**config.mk**
```make
export PLATFORM = sky130hd
export DESIGN_NAME = game_sequencer
export DESIGN_NICKNAME = d
export VERILOG_FILES = /design/src/rtl/game_pkg.sv /design/src/rtl/tick_gen.sv /design/src/rtl/game_sequencer.sv
export SDC_FILE = /design/constraint.sdc
export NUM_CORES = 1
export LEC_CHECK = 0
export ABC_CLOCK_PERIOD_IN_PS = 6970
export BUFFER_PORTS_ARGS = -buffer_cell sky130_fd_sc_hd__buf_2
export CORE_MARGIN = 1.5
export CORE_UTILIZATION = 50
export DETAILED_ROUTE_END_ITERATION = 16
export PLACE_DENSITY = 0.68
export SLEW_MARGIN = 20
export SYNTH_ARGS = -nofsm -noshare
export SYNTH_HDL_FRONTEND = slang
export SYNTH_SLANG_ARGS = --single-unit
```
**constraint.sdc**
```tcl
create_clock -name clk -period 6.97 [get_ports clk]
set_input_delay 0 -clock clk [delete_from_list [all_inputs] [get_ports clk]]
set_output_delay 0 -clock clk [all_outputs]
set_load 0.02 [all_outputs]
```
**src/rtl/game_pkg.sv**
```systemverilog
// Shared encodings and widths for the game sequencer.
package game_pkg;

  localparam int unsigned SEC_W = 6;
  localparam int unsigned RDY_W = 2;

  typedef enum logic [2:0] {
    StIdle  = 3'd0,
    StReady = 3'd1,
    StPlay  = 3'd2,
    StPause = 3'd3,
    StOver  = 3'd4
  } game_state_e;

endpackage

```
**src/rtl/tick_gen.sv**
```systemverilog
// Modulo counter with synchronous clear and enable; wrap pulses combinationally on the last count.
module tick_gen #(
  parameter int unsigned Width = 8
) (
  input  logic             clk,
  input  logic             reset,
  input  logic             clear,
  input  logic             enable,
  input  logic [Width-1:0] last,
  output logic             wrap
);

  logic [Width-1:0] count_q;

  // >= so that a shortened period takes effect even when the count is already past it
  assign wrap = enable && (count_q >= last);

  always_ff @(posedge clk) begin
    if (reset || clear) begin
      count_q <= '0;
    end else if (wrap) begin
      count_q <= '0;
    end else if (enable) begin
      count_q <= count_q + 1'b1;
    end
  end

endmodule

```
**src/rtl/game_sequencer.sv**
```systemverilog
// Game sequencer: pre-game countdown, timed play with pause/resume, and mole spawn strobes.
module game_sequencer
  import game_pkg::*;
#(
  parameter int unsigned TICK_DIV   = 50_000_000,
  parameter int unsigned GAME_SECS  = 60,
  parameter int unsigned READY_SECS = 3,
  parameter int unsigned MOLE_DIV   = 25_000_000
) (
  input  logic             clk,
  input  logic             reset,
  input  logic             start,
  input  logic             pause,
  output logic [2:0]       state,
  output logic [RDY_W-1:0] ready_left,
  output logic [SEC_W-1:0] secs_left,
  output logic             game_active,
  output logic             game_over,
  output logic             mole_tick
);

  localparam int unsigned PreW  = (TICK_DIV > 1) ? $clog2(TICK_DIV) : 1;
  localparam int unsigned MoleW = $clog2(MOLE_DIV);
  localparam logic [SEC_W-1:0] HalfSecs = SEC_W'(GAME_SECS / 2);

  game_state_e state_q;

  logic             sec_tick;
  logic             mole_wrap;
  logic             pre_clear;
  logic             mole_clear;
  logic [MoleW-1:0] mole_last;

  assign state = state_q;

  // Mole period halves once the clock drops to half the game length or below.
  assign mole_last = (secs_left > HalfSecs) ? MoleW'(MOLE_DIV - 1) : MoleW'(MOLE_DIV / 2 - 1);

  always_comb begin
    pre_clear  = 1'b0;
    mole_clear = 1'b0;
    if ((state_q == StIdle || state_q == StOver) && start) begin
      pre_clear = 1'b1;
    end
    if (state_q == StReady && sec_tick && ready_left <= RDY_W'(1)) begin
      pre_clear  = 1'b1;
      mole_clear = 1'b1;
    end
  end

  tick_gen #(
    .Width(PreW)
  ) u_sec_tick (
    .clk   (clk),
    .reset (reset),
    .clear (pre_clear),
    .enable(state_q == StReady || state_q == StPlay),
    .last  (PreW'(TICK_DIV - 1)),
    .wrap  (sec_tick)
  );

  tick_gen #(
    .Width(MoleW)
  ) u_mole_tick (
    .clk   (clk),
    .reset (reset),
    .clear (mole_clear),
    .enable(state_q == StPlay),
    .last  (mole_last),
    .wrap  (mole_wrap)
  );

  always_ff @(posedge clk) begin
    if (reset) begin
      state_q     <= StIdle;
      secs_left   <= SEC_W'(GAME_SECS);
      ready_left  <= '0;
      game_active <= 1'b0;
      game_over   <= 1'b0;
      mole_tick   <= 1'b0;
    end else begin
      game_over <= 1'b0;
      mole_tick <= 1'b0;
      unique case (state_q)
        StIdle, StOver: begin
          if (start) begin
            state_q    <= StReady;
            ready_left <= RDY_W'(READY_SECS);
          end
        end
        StReady: begin
          if (sec_tick) begin
            if (ready_left <= RDY_W'(1)) begin
              state_q     <= StPlay;
              ready_left  <= '0;
              secs_left   <= SEC_W'(GAME_SECS);
              game_active <= 1'b1;
            end else begin
              ready_left <= ready_left - 1'b1;
            end
          end
        end
        StPlay: begin
          // A final tick beats a coincident pause.
          if (sec_tick && secs_left <= SEC_W'(1)) begin
            state_q     <= StOver;
            secs_left   <= '0;
            game_active <= 1'b0;
            game_over   <= 1'b1;
          end else begin
            if (sec_tick) begin
              secs_left <= secs_left - 1'b1;
            end
            if (pause) begin
              state_q     <= StPause;
              game_active <= 1'b0;
            end else begin
              mole_tick <= mole_wrap;
            end
          end
        end
        StPause: begin
          if (pause) begin
            state_q     <= StPlay;
            game_active <= 1'b1;
          end
        end
        default: begin
          state_q     <= StIdle;
          game_active <= 1'b0;
        end
      endcase
    end
  end

endmodule
```
==> flow_summary.toml <==
[status]
outcome = "finished, final reports clean"

[hold_path]
min_from = "pause"
hold_path_class = "input pin to register"
holdPathEnd = "mole_tick"
min_path_cells = 3

[critical_path]
r2r-start = "secs_left[0]"
crit_family = "simple AND/OR/NAND/NOR gates"
cpPeakStageDelay_ps = 490
crit_type = "register to register"
r2r_cells = 13
crit_fanout = 22
cpMaxStageDelayCell = "a41oi_1"
cp.arrival_ps = 3510
path_cells = "inv_1, ha_1, nor2b_1, a41oi_1, inv_1, ha_1, nand3_1, or3_1, nor4_1, o31ai_2, o211ai_1, buf_4, nor2_1"
timing.rr.end = "u_mole_tick.count_q[14]"
start_kind = "register"
crit_required_ps = 7200
critPathCaptureType = "register"
path_buf_inv = 3
ff2ff_setup_slack_ps = 3690

[finish]
nets = 438
utilization_pct = 58.0
final_common_cell = "nor2_1"
area_growth_pct = 10.9
antennaDiodeCount = 0
mostFrequentLayoutCells = "nor2_1, dfxtp_1, xnor2_1"
fin_cells = 502
drive_gt1_share_pct = 11.5
fillers = 598

[clock_network]
clock_path_buffers = 2
cts_resized = 0
clockRootBuffer = "clkbuf_8"
cts_inserted_buffers = 9
postCtsHoldBufs = 4
clk_latency_ps = 350
post_cts_buffers = 0
cts_tree = "done"
cts_max_level = 3
clock-sinks = 65
clkTransAtPathRegs_ps = 70

[flow_run]
drv_cap = 0

[synthesis]
yosysSeqAreaShare_pct = 39.0
synth_edf_count = 0
ys.flop_type = "dfxtp_1"
yosys_warnings = 0
synth_area_mm2 = 0.00334
syn_area_per_cell_um2 = 8.36
synthCells = 399
ys_ff_latch = 65
synth_nets = 417
yosysUniqueCellTypes = 50
synthArstFlopShare_pct = 0

[global_route]
grt-ovfl-total = 0
first_global_vias = 2554
grt_antenna_before_repair = 0
grt_max_degree = 27
grt_first_pass_wirelength_um = 11800
grt_util_all_layers_pct = 20.5

[route]
dr.first_iter.drc_count = 150
drc_errors = 0
first_pass_iters = 4
totalWireLength_um = 6560
wire_per_inst_um = 13.1
vias = 2724
viasPerCell = 5.43
ant_nets = 0

[floorplanning]
die_w_um = 84.7
rows = 29
pin_count = 18
start_util_pct = 52.3
dieArea_mm2 = 0.00717
coreArea_mm2 = 0.00639
dieHeight_um = 84.7

[sta]
setup_violations = 0
hold_viol = 0
relSlewSlack_pct = 50.6
period_share_pct = 47.1
worstMarginPinSlew_ps = 740
grt_setup_unrepaired = "false"
max_freq_ghz = 0.305
fin_setup_tns_ps = 0
skew_ps = 8.46
drv_slew = 0
period_minus_slack_ps = 3280
holdWs_ps = 403

[pwr]
finalPower_uw = 858
ir_drop_mv = 0.190
p_leak_nw = 1.31
power_density_mw_per_mm2 = 232

[placement]
gp_congestion = 0.806
dp_cells = 481
port_buffers = 17
hpwl_um = 4520
## synthesized netlist by cell type, drive strengths merged (5+ instances only)
cell type	number	share of area, %
buf	9	1.7
nor3	14	2.2
nand3	26	3.9
inv	12	1.3
o21ai	8	1.2
nand2	29	3.3
dfxtp	65	39
a21oi	12	1.8
or3	7	1.5
a31oi	5	0.94
ha	14	5.2
nand4	6	1.1
xor2	17	4.5
xnor2	31	8.1
nor2	87	10
## worst register-to-register path: stages (launching register included)
cell and delay, ps:
dfxtp_1 360, inv_1 100, ha_1 140, nor2b_1 40, a41oi_1 490, inv_1 190, ha_1 350, nand3_1 60
or3_1 380, nor4_1 300, o31ai_2 170, o211ai_1 190, buf_4 290, nor2_1 100
## flip-flops by register name, indices dropped and copies added, names as in the netlist
signal,count
u_sec_tick.count_q,26
u_mole_tick.count_q,25
secs_left,6
state,3
ready_left,2
game_active,1
game_over,1
mole_tick,1
## per-layer routing
metal  global-route usage, %  routed length [um]  vias to the layer above
met1                    27.6                3400                     1266
met4                    7.77                  84                        0
met5                       0                   0                        -
met2                    31.3                2830                       42
li1                        -                   -                     1410
met3                    5.70                 240                        6
## logic make-up after synthesis
logic type / after synthesis / synth area share [%]
compound gates: 47 / 9.90
buf+inv: 25 / 3.49
xor+xnor: 48 / 12.6
simple gates: 199 / 29.5
flops: 65 / 39.0
fa+ha+maj: 14 / 5.25
mux: 1 / 0.300
## metrics by stage
step	instance area, um2	setup WS (ps)
floorplan	3340	3860
global placement	3450	3830
detailed placement	3450	3700
CTS	3690	3680
global route	3700	3330
finish	3700	3690
## how the worst max path moves through the flow
stage	start	endpoint	slack, ps	cells after the start
global placement	secs_left[0]	u_mole_tick.count_q[16]	3830	13
floorplan	secs_left[1]	u_mole_tick.count_q[16]	3860	12
finish	secs_left[0]	u_mole_tick.count_q[14]	3690	13
global route	secs_left[0]	u_mole_tick.count_q[12]	3330	13
detailed placement	secs_left[0]	u_mole_tick.count_q[14]	3700	13
CTS	secs_left[0]	u_mole_tick.count_q[14]	3680	13
## final cells by class
| type | count | area [um2] | share of cell area [%] |
|---|---|---|---|
| multi-input combinational | 309 | 1920 | 51.9 |
| sequential | 65 | 1300 | 35.2 |
| timing repair buffer | 23 | 144 | 3.89 |
| clock buffer | 10 | 138 | 3.72 |
| tap | 77 | 96.3 | 2.60 |
| clock inverter | 6 | 57.6 | 1.56 |
| inverter | 12 | 45.0 | 1.22 |
## power breakdown
part | internal [mW] | total [mW] | switching [mW] | leakage, nW
Sequential | 0.385 | 0.405 | 0.0200 | 0.525
Clock | 0.172 | 0.321 | 0.148 | 0.102
Combinational | 0.0478 | 0.132 | 0.0841 | 0.683
Note: power is estimated with default switching activity, not from simulation.
